<file path="config.mk">
export PLATFORM = sky130hd
export DESIGN_NAME = fir_output_quantizer
export DESIGN_NICKNAME = d
export VERILOG_FILES = /design/src/rtl/fir_output_quantizer.sv
export SDC_FILE = /design/constraint.sdc
export NUM_CORES = 1
export LEC_CHECK = 0
export CAP_MARGIN = 20
export CORE_MARGIN = 2
export CORE_UTILIZATION = 40
export CTS_BUF_LIST = sky130_fd_sc_hd__clkbuf_4 sky130_fd_sc_hd__clkbuf_8
export CTS_CLUSTER_DIAMETER = 200
export DETAILED_ROUTE_END_ITERATION = 7
export GPL_ROUTABILITY_DRIVEN = 0
export GPL_TIMING_DRIVEN = 0
export PLACE_DENSITY = 0.7
export SYNTH_ARGS = -nofsm -noshare
export SYNTH_HDL_FRONTEND = slang
export SYNTH_SLANG_ARGS = --single-unit
</file>
<file path="constraint.sdc">
create_clock -name clk -period 2.3 [get_ports clk]
set_clock_uncertainty 0.2 [all_clocks]
set_input_delay 0.23 -clock clk [delete_from_list [all_inputs] [get_ports clk]]
set_output_delay 0.23 -clock clk [all_outputs]
set_load 0.02 [all_outputs]
</file>
<file path="src/rtl/fir_output_quantizer.sv">
// rtl/fir_output_quantizer.sv - FIR output rescale, round-half-up, saturate, valid/ready
//
// Purpose:
//   Last stage of the FIR tap chain. Takes the A-bit signed accumulator sum,
//   drops SHIFT fractional bits with round-half-up (ties toward +inf),
//   saturates to an L-bit signed sample and presents it on a valid/ready
//   output. Two register stages, one sample per clock, full backpressure.
//   Saturation statistics (sticky flag and a saturating 16-bit counter) are
//   kept for the control processor.
//
// Ports:
//   clk        system clock
//   rst        synchronous, active-high reset (highest priority)
//   in_valid   y_in holds a valid sum this cycle
//   in_ready   stage accepts y_in this cycle
//   y_in       A-bit signed accumulated sum
//   out_valid  out_data holds a valid sample
//   out_ready  consumer accepts out_data this cycle
//   out_data   L-bit signed rounded, saturated sample
//   sat_flag   sticky: at least one saturation since reset/clear
//   sat_count  saturated-sample count, holds at 65535
//   clr_stats  synchronous clear of sat_flag and sat_count

module fir_output_quantizer #(
  parameter int A     = 46,
  parameter int L     = 24,
  parameter int SHIFT = 15
) (
  input  logic         clk,
  input  logic         rst,
  input  logic         in_valid,
  output logic         in_ready,
  input  logic [A-1:0] y_in,
  output logic         out_valid,
  input  logic         out_ready,
  output logic [L-1:0] out_data,
  output logic         sat_flag,
  output logic [15:0]  sat_count,
  input  logic         clr_stats
);

  // Width of the rounded value: A+1 bit sum with SHIFT bits dropped.
  // SHIFT <= A-L guarantees RW >= L+1, so the range test below is well formed.
  localparam int RW = A + 1 - SHIFT;

  localparam logic [A:0]   HALF  = {{A{1'b0}}, 1'b1} << (SHIFT - 1);
  localparam logic [L-1:0] MAX_S = {1'b0, {(L-1){1'b1}}};
  localparam logic [L-1:0] MIN_S = {1'b1, {(L-1){1'b0}}};

  logic [A:0]    w_sum;
  logic [RW-1:0] w_round;
  logic          w_unused;
  logic          w_s1_load;
  logic          w_s2_load;
  logic [RW-L:0] w_hi;
  logic          w_ovf;
  logic [L-1:0]  w_sat;
  logic          w_sat_event;

  logic          r_s1_valid;
  logic [RW-1:0] r_s1_data;
  logic          r_s2_valid;
  logic [L-1:0]  r_s2_data;
  logic          r_sat_flag;
  logic [15:0]   r_sat_count;

  // One extra bit of headroom makes the +half add overflow-free; taking the
  // upper bits of the sum is an arithmetic shift right, i.e. floor division.
  assign w_sum    = {y_in[A-1], y_in} + HALF;
  assign w_round  = w_sum[A:SHIFT];
  assign w_unused = &{1'b0, w_sum[SHIFT-1:0]};

  // S2 drains when empty or consumed; S1 follows when empty or S2 takes it.
  // in_ready depends only on state and out_ready, never on in_valid.
  assign w_s2_load = !r_s2_valid || out_ready;
  assign w_s1_load = !r_s1_valid || w_s2_load;
  assign in_ready  = w_s1_load;

  // The value fits in L bits only when all bits from L-1 upward equal the sign.
  assign w_hi        = r_s1_data[RW-1:L-1];
  assign w_ovf       = !((&w_hi) || !(|w_hi));
  assign w_sat       = w_ovf ? (r_s1_data[RW-1] ? MIN_S : MAX_S) : r_s1_data[L-1:0];
  assign w_sat_event = w_s2_load && r_s1_valid && w_ovf;

  always_ff @(posedge clk) begin
    if (rst) begin
      r_s1_valid <= 1'b0;
      r_s1_data  <= '0;
    end else if (w_s1_load) begin
      r_s1_valid <= in_valid;
      if (in_valid) begin
        r_s1_data <= w_round;
      end
    end
  end

  always_ff @(posedge clk) begin
    if (rst) begin
      r_s2_valid <= 1'b0;
      r_s2_data  <= '0;
    end else if (w_s2_load) begin
      r_s2_valid <= r_s1_valid;
      if (r_s1_valid) begin
        r_s2_data <= w_sat;
      end
    end
  end

  // Clear beats a coincident saturation event; that event is not counted.
  always_ff @(posedge clk) begin
    if (rst || clr_stats) begin
      r_sat_flag  <= 1'b0;
      r_sat_count <= '0;
    end else if (w_sat_event) begin
      r_sat_flag <= 1'b1;
      if (r_sat_count != 16'hFFFF) begin
        r_sat_count <= r_sat_count + 16'd1;
      end
    end
  end

  assign out_valid = r_s2_valid;
  assign out_data  = r_s2_data;
  assign sat_flag  = r_sat_flag;
  assign sat_count = r_sat_count;

endmodule
</file>
======== Word-level counts from Yosys, hierarchy flattened ========
Index checks and enable logic that the tools add are counted.
word-level totals
  bits in registers ....................... 75
  latch bits .............................. 0
  bits in writable memories ............... 0
  ROM bits ................................ 0
  bits of input ports ..................... 51
  output and inout port bits .............. 43
  memories kept ........................... 0
cells by class
  $add $sub $neg .......................... 2
  multiply operators ...................... 0
  div/mod/pow operators ................... 0
  $lt $le $gt $ge ......................... 0
  equal/unequal tests ..................... 1
  shifts and indexed selects .............. 0
  multiplexer cells ....................... 2
  bitwise logic cells ..................... 0
  reductions and logical operators ........ 15
operators with widths
  operator                                         count
  2-to-1 mux 24 bit                                2
  adder 46 x 16 -> 47 bit (second input constant)  1
  adder 16 x 1 -> 16 bit (second input constant)   1
  inequality test 16 bit (second input constant)   1
  AND reduction 9 bit                              1
  OR reduction 9 bit                               1
  AND reduction 2 bit                              3
  logical NOT 1 bit                                4
  logical OR 1 bit                                 4
  logical AND 1 bit                                2

======== Logic depth before layout (Yosys ltp) ========
Gate-level depths: netlist (run 1).
  depth in word-level cells ............... 6
  gate-level depth with buffers ........... 8
  depth with buffers taken out ............ 6

======== Worst setup path before layout (run 1) ========
OpenSTA, ideal clock, no wires.
  path type ............................... register to register
  start point ............................. register r_sat_count[0] (netlist: sat_count[0])
  end point ............................... register r_sat_count[2] (netlist: sat_count[2])
  library setup time ...................... 0.116 ns
  arrival time ............................ 1.999 ns
  data required time ...................... 1.984 ns
  path slack .............................. -0.015 ns
  cell stages (with the launch flop) ...... 7
  clock period less this slack ............ 2.315 ns
  cells stage by stage .................... dfxtp_1 > ha_1 > nand4_1 > nor4_1 > buf_2 > nor2_1 > a31o_2
between the ends
  word-level cells in the longest chain between the ends .. 2
  elaborated cells on any way between the ends .. 3
  those cells by class .................... 1 x add/sub; 1 x eq/ne; 1 x reduce/logical
ends and longest elaborated chain
  element                                                         line  RTL
  start: declaration                                              65    logic [15:0] r_sat_count;
  start signal: assignment                                        117   r_sat_count <= r_sat_count + 16'd1;
  branches (longest 2 deep; another with adder 16 x 1 -> 16 bit)  n/a
Parallel ways; which one is timed is not known.
A chain may end at the register's enable or synchronous reset.

======== Worst setup path in the final report (run 1) ========
  start point ............................. input port y_in[16]
  end point ............................... register r_s1_data[24]
between the ends
  word-level cells in the longest chain between the ends .. 1
ends and longest elaborated chain
  element                  line  RTL
  start: declaration       33    input logic [A-1:0] y_in,
  adder 46 x 16 -> 47 bit  69    assign w_sum = {y_in[A-1], y_in} + HALF;
  end signal: assignment   92    r_s1_data <= w_round;
  end: declaration         61    logic [RW-1:0] r_s1_data;
Every way passes these cells.

==> flow_summary_export.csv, run 1 <==
group,metric,value,unit
cts,clock_tree_from_tritoncts,"yes",
logic_synthesis,synth.top_cells.by_area,"sky130_fd_sc_hd__dfxtp_1 42%, sky130_fd_sc_hd__a211oi_1 9.8%, sky130_fd_sc_hd__nor2_1 6.2%, sky130_fd_sc_hd__xor2_1 4.1%, sky130_fd_sc_hd__nor3_1 3.5%",
floorplanning,start_util,41.4,%
setup_path,critical_path_required,2.35,ns
logic_synthesis,mappedNetlistNets,484,
global_route,grt_use_total,18.3,%
routing,vias_per_cell,5.44,
floorplanning,core_region_area,0.00872,sq mm
place,port_buffers,79,
floorplanning,dieHeight,99.0,um
cts,path_clk_slew,0.07,ns
sta,grt_setup_unrepaired,"true",
setup_path,highest_net_fanout_along_the_worst_path,7,
cts,insertion_delay,0.34,ns
logic_synthesis,synth_top_area_share,41.6,%
setup_path,reg2reg_setup_slack,0.09,ns
logic_synthesis,syn-cell-area,0.00361,sq mm
cells_and_area,postLayoutCoreUtil,55.2,%
logic_synthesis,post_synth_num_cell_types,40,
sta,final-hold-violation-count,0,
cells_and_area,area_growth,33.4,%
routing,dr.first_iter.drc_count,86,
floorplanning,placement_rows,34,
sta,achievable-frequency,444,MHz
global_route,global_route_wire_length_before_repair,14.9,mm
setup_path,critPathCaptureType,"flip-flop",
power_and_ir_drop,irDropWorstVdd,0.000261,V
setup_path,path_class,"in2reg",
hold_path,worstHoldPathType,"in2reg",
logic_synthesis,portion_of_the_post_synthesis_area_used_by_sequential_elements,41.6,%
power_and_ir_drop,post-layout-total-power,3.00,mW
sta,finalSetupViolations,0,
sta,worst_slew_pin_slew,0.523,ns
cells_and_area,post_route_cells_drive_above_1_share,8.75,%
cells_and_area,antenna_cells,0,
power_and_ir_drop,pwr_density_cell,623,mW/mm^2
global_route,first_global_vias,3270,
logic_synthesis,yosys.cell_count.top_type,"sky130_fd_sc_hd__dfxtp_1",
cells_and_area,n_fill_cell,822,
routing,ant_nets,0,
routing,routed_wl,9.07,mm
global_route,pin_count_of_the_biggest_net_entering_global_routing,13,
power_and_ir_drop,leakagePower,1.61,nW
floorplanning,die_width,99.0,um
outcome,outcome,"complete, no violations",
routing,drcViolationCount,0,
routing,num_vias,3449,
global_route,grt-ovfl-total,0,
cts,clock_path_buffers,2,
routing,routed_length_per_placed_instance,14.3,um
flow_run,maxCapViolCount,0,
sta,final.period_utilization,98.0,%
logic_synthesis,ys.warnings.count,0,
logic_synthesis,dominantRegCellSynth,"sky130_fd_sc_hd__dfxtp_1",
logic_synthesis,synthArstFlopShare,0,%
cells_and_area,multi_input_area,0.00200,sq mm
cts,clock_tree.root_cell,"sky130_fd_sc_hd__clkbuf_8",
setup_path,startpoint_type,"input port",
cts,number_of_cts_inserted_buffers,9,
logic_synthesis,ys_ff_latch,75,
cts,htree_levels,3,
routing,drt_first_pass_iters,6,
sta,slew-limit-headroom,64.9,%
cells_and_area,design.final.nets,574,
cts,numClockSinks,75,
logic_synthesis,avgSynthCellArea,8.37,sq um
logic_synthesis,netlist_top_cells_count,"75 x sky130_fd_sc_hd__dfxtp_1, 60 x sky130_fd_sc_hd__nor2_1, 47 x sky130_fd_sc_hd__a211oi_1",
logic_synthesis,synth_top_cell_by_area,"sky130_fd_sc_hd__dfxtp_1",
global_route,antenna_found_initial,0,
sta,period_needed,2.25,ns
logic_synthesis,synth_edf_count,0,
floorplanning,fp.dieArea,0.00980,sq mm
floorplanning,top_level_ports,94,
sta,maxSlewViolCount,0,
place,hpwl_reported_at_the_end_of_detailed_placement,7.01,mm
cells_and_area,area.sequential,0.00151,sq mm
logic_synthesis,synthesis.instances,431,
setup_path,signal_arrival_time_at_the_worst_endpoint,2.30,ns
area by class of cell:
type                    count  share of cell area (%)
inverters                  10                   0.780
flip-flops and latches     75                    31.3
clock buffers              11                    2.88
plain buffers              28                    2.36
repair buffers             80                    16.7
multi-input cells         317                    41.6
clock inverters             5                    1.61
well taps                 108                    2.81
kinds of logic after synthesis:
group / Yosys count / synth area share [%]
muxes: 1 / 0.277
AOI/OAI and AO/OA: 95 / 18.3
DFF: 75 / 41.6
and+or+nand+nor: 191 / 28.2
xor gates and xnor gates: 28 / 6.80
adders and majority gates: 2 / 0.693
buffers and inverters: 39 / 4.13
repair_timing:
action / CTS / global route
resized for setup: 2 / 18
pin swaps: 1 / 4
hold buffers: 0 / 0
setup buffers: 0 / 1
endpoints found under the setup margin: 11 / 36
stage by stage:
step	hold slack (ns)	area (sq um)	instances	setup slack, ns	TNS, ns
floorplan	0.159	3610	431	0.113	0
global placement	0.237	4540	618	-0.379	-10.37
CTS	0.253	4770	634	-0.0206	-0.0206
finish	0.239	4810	634	0.0457	0
global route	0.242	4810	634	-0.0191	-0.0364
detailed placement	0.242	4540	618	-0.375	-10.72
flip-flops by register name, indices dropped and copies added, names as in the netlist:
name,cells
out_data,24
r_s1_valid,1
out_valid,1
sat_count,16
sat_flag,1
r_s1_data,32
power by group:
part	switching (mW)	total [mW]	internal [mW]	leakage, nW
Combinational	0.265	0.475	0.210	0.884
Sequential	0.0501	1.43	1.38	0.620
Clock	0.466	1.10	0.632	0.110
placed cells by master (no fill, tap or decap), types with 3 or more instances in the layout:
master | netlist | layout
sky130_fd_sc_hd__a211oi_1 | 47 | 47
sky130_fd_sc_hd__a21oi_1 | 22 | 22
sky130_fd_sc_hd__and2_1 | 3 | 3
sky130_fd_sc_hd__and3_1 | 5 | 5
sky130_fd_sc_hd__and4_1 | 5 | 5
sky130_fd_sc_hd__buf_1 | 5 | 4
sky130_fd_sc_hd__clkbuf_1 | 22 | 17
sky130_fd_sc_hd__clkbuf_2 | 0 | 5
sky130_fd_sc_hd__clkbuf_8 | 0 | 9
sky130_fd_sc_hd__clkdlybuf4s50_1 | 0 | 77
sky130_fd_sc_hd__dfxtp_1 | 75 | 71
sky130_fd_sc_hd__dfxtp_2 | 0 | 4
sky130_fd_sc_hd__inv_1 | 10 | 10
sky130_fd_sc_hd__nand2_1 | 23 | 23
sky130_fd_sc_hd__nand3_1 | 22 | 21
sky130_fd_sc_hd__nand4_1 | 12 | 12
sky130_fd_sc_hd__nor2_1 | 60 | 60
sky130_fd_sc_hd__nor3_1 | 25 | 25
sky130_fd_sc_hd__nor3_2 | 4 | 4
sky130_fd_sc_hd__o21ai_0 | 6 | 6
sky130_fd_sc_hd__o31ai_1 | 10 | 10
sky130_fd_sc_hd__or3_1 | 8 | 8
sky130_fd_sc_hd__or4_1 | 10 | 10
sky130_fd_sc_hd__xnor2_1 | 11 | 11
sky130_fd_sc_hd__xor2_1 | 17 | 17
worst paths after layout:
kind	start	end	cells past startpoint
min reg2reg	sat_flag$_SDFFE_PP0P_	sat_flag$_SDFFE_PP0P_	2
max reg2reg	sat_count[0]$_SDFFE_PP0P_	sat_count[2]$_SDFFE_PP0P_	7
min	y_in[15]	r_s1_data[0]$_SDFFE_PP0P_	4
max	y_in[16]	r_s1_data[24]$_SDFFE_PP0P_	5
worst max-delay path: stages:
cell,delay [ns]
sky130_fd_sc_hd__clkdlybuf4s50_1,0.61
sky130_fd_sc_hd__nand4_1,0.27
sky130_fd_sc_hd__or4_4,0.61
sky130_fd_sc_hd__or3_1,0.33
sky130_fd_sc_hd__a311oi_1,0.26
layer usage:
layer / global-route usage [%] / share of wire (%)
met1: 23.7 / 46
met2: 31.0 / 48
met3: 2.34 / 3.8
met4: 7.38 / 1.8
met5: 0 / 0
No activity file was read; power rests on OpenSTA's default activity.
==> run 2, diff against run 1 <==
Settings changed: CAP_MARGIN 20 to 15, CORE_MARGIN 2 to default, SLEW_MARGIN from default to 0.
==> run 2 against run 1 <==
- hold slack improved by 0.0065 ns
- core utilization shrank 0.37 points
- cell count shrank 0.16%
- count of clock-buffer cells in the layout fell by 1
- sequential power hardly changed
- largest cell class unchanged
- fmax up 0.80%
- highest routed layer unchanged
- setup slack better by 0.018 ns
- via count rose by 2.1%
- non-clock buffer count stayed put
- clock power is 12% lower
- register-to-register slack better by 0.04 ns
==> flow_summary_export.csv, run 2 (synthesis gave the netlist of run 1 again) <==
group,metric,value,unit
cells_and_area,most_used_cells_in_the_layout_excluding_fill_and_tap_cells,"79 x sky130_fd_sc_hd__clkdlybuf4s50_1, 71 x sky130_fd_sc_hd__dfxtp_1, 60 x sky130_fd_sc_hd__nor2_1, 47 x sky130_fd_sc_hd__a211oi_1, 25 x sky130_fd_sc_hd__nor3_1",
hold_path,worstHoldPathType,"reg2reg",
routing,dr.first_iter.drc_count,142,
global_route,antenna_found_initial,0,
sta,final-hold-violation-count,0,
cts,cts_hold_repair.buffers,0,
global_route,grt_use_total,19.9,%
outcome,outcome,"complete, no violations",
floorplanning,start_util,41.4,%
routing,drcViolationCount,0,
floorplanning,core_region_area,0.00872,sq mm
sta,slew-limit-headroom,65.1,%
cells_and_area,antenna_cells,0,
cells_and_area,n_fill_cell,798,
cts,numClockSinks,75,
cts,insertion_delay,0.34,ns
cts,htree_levels,3,
routing,ant_nets,0,
place,port_buffers,79,
cells_and_area,design.final.nets,574,
setup_path,highest_net_fanout_along_the_worst_path,5,
cells_and_area,largest_register_ffs,32,
setup_path,crit_chain,"clkdlybuf4s50_1 -> ha_1 -> nand3_1 -> or4_4 -> or3_1 -> a32o_1",
place,hpwl_reported_at_the_end_of_detailed_placement,7.11,mm
cells_and_area,mostFrequentLayoutCell,"sky130_fd_sc_hd__clkdlybuf4s50_1",
sta,achievable-frequency,447,MHz
sta,maxSlewViolCount,0,
power_and_ir_drop,irDropWorstVdd,0.000287,V
floorplanning,placement_rows,34,
setup_path,slowest_delay,0.52,ns
sta,finalSetupViolations,0,
cells_and_area,area_growth,32.5,%
global_route,first_global_vias,3310,
sta,grt_setup_unrepaired,"false",
floorplanning,die_width,97.0,um
routing,routed_wl,9.21,mm
flow_run,maxCapViolCount,0,
power_and_ir_drop,leakagePower,1.56,nW
routing,num_vias,3520,
cts,clock_path_buffers,2,
cells_and_area,max_flop_register,"r_s1_data",
setup_path,signal_arrival_time_at_the_worst_endpoint,2.27,ns
setup_path,critical_path.slowest_cell,"sky130_fd_sc_hd__clkdlybuf4s50_1",
cts,clock_tree.root_cell,"sky130_fd_sc_hd__clkbuf_8",
setup_path,ff2ff_path_depth,7,
setup_path,critical_path_required,2.34,ns
global_route,global_route_wire_length_before_repair,15.4,mm
floorplanning,top_level_ports,94,
cts,path_clk_slew,0.08,ns
setup_path,startpoint_type,"input port",
sta,worst_slew_pin_slew,0.519,ns
cts,clock_tree_from_tritoncts,"yes",
power_and_ir_drop,pwr_density_cell,600,mW/mm^2
hold_path,min_path_cells,2,
routing,vias_per_cell,5.56,
setup_path,critPathCaptureType,"flip-flop",
cells_and_area,post_route_cells_drive_above_1_share,8.38,%
routing,routed_length_per_placed_instance,14.6,um
setup_path,path_class,"in2reg",
floorplanning,dieHeight,97.0,um
sta,fin_ws,0.0636,ns
place,post_placement_worst_setup_slack,-0.416,ns
cts,number_of_cts_inserted_buffers,9,
sta,final.period_utilization,97.2,%
sta,finalHoldWorstSlack,0.245,ns
cells_and_area,postLayoutCoreUtil,54.8,%
routing,drt_first_pass_iters,4,
sta,period_needed,2.24,ns
global_route,pin_count_of_the_biggest_net_entering_global_routing,13,
floorplanning,fp.dieArea,0.00941,sq mm
global_route,grt-ovfl-total,0,
-- run 2: path summary, 6_finish.rpt --
kind / startpoint / endpoint / slack (ns)
setup / recovery: y_in[15] / r_s1_data[31]$_SDFFE_PP0P_ / 0.06
hold / removal: sat_flag$_SDFFE_PP0P_ / sat_flag$_SDFFE_PP0P_ / 0.25
setup reg to reg: sat_count[0]$_SDFFE_PP0P_ / sat_count[8]$_SDFFE_PP0P_ / 0.13
hold reg to reg: sat_flag$_SDFFE_PP0P_ / sat_flag$_SDFFE_PP0P_ / 0.25
-- run 2: metrics by stage --
step | std cells | TNS (ns) | cell area, sq um | power, mW
global placement | 618 | -10.02 | 4540 | 1.92
CTS | 634 | 0 | 4750 | 2.89
global route | 633 | 0 | 4780 | 3.01
detailed placement | 618 | -10.80 | 4540 | 1.93
finish | 633 | 0 | 4780 | 2.87
floorplan | 431 | 0 | 3610 | 1.70
-- run 2: report_power, final --
group | leakage [nW] | internal (mW) | switching [mW] | total, mW
Clock | 0.0916 | 0.503 | 0.462 | 0.966
Sequential | 0.620 | 1.38 | 0.0528 | 1.43
Combinational | 0.853 | 0.209 | 0.265 | 0.474
Total | 1.56 | 2.09 | 0.780 | 2.87
-- run 2: area by class of cell --
cell class | instances | area, sq um | share of cell area (%)
multi-input cells | 317 | 2000 | 41.8
flip-flops and latches | 75 | 1510 | 31.6
repair buffers | 80 | 798 | 16.7
well taps | 108 | 135 | 2.83
clock buffers | 10 | 131 | 2.75
plain buffers | 28 | 119 | 2.49
clock inverters | 5 | 55.1 | 1.15
inverters | 10 | 37.5 | 0.785
-- run 2: what timing repair did --
item / in CTS / in global routing
resized for setup: 3 / 15
buffers inserted: 1 / 0
pin swaps: 2 / 2
endpoints found under the setup margin: 12 / 38
endpoints found under the hold margin: 0 / 0
-- run 2: routing by layer --
| layer | global-route usage (%) | up-vias | routed length (um) |
|---|---|---|---|
| li1 | - | 1778 | - |
| met1 | 25.4 | 1629 | 4180 |
| met2 | 33.1 | 102 | 4500 |
| met3 | 3.68 | 11 | 388 |
| met4 | 7.58 | 0 | 138 |
| met5 | 0 | - | 0 |
-- run 2: critical path, delay by kind of cell --
kind	cells	cell delay, ns
AOI/OAI and AO/OA	1	0.26
and+or+nand+nor	3	1.00
adders and majority gates	1	0.26
buffers and inverters	1	0.52
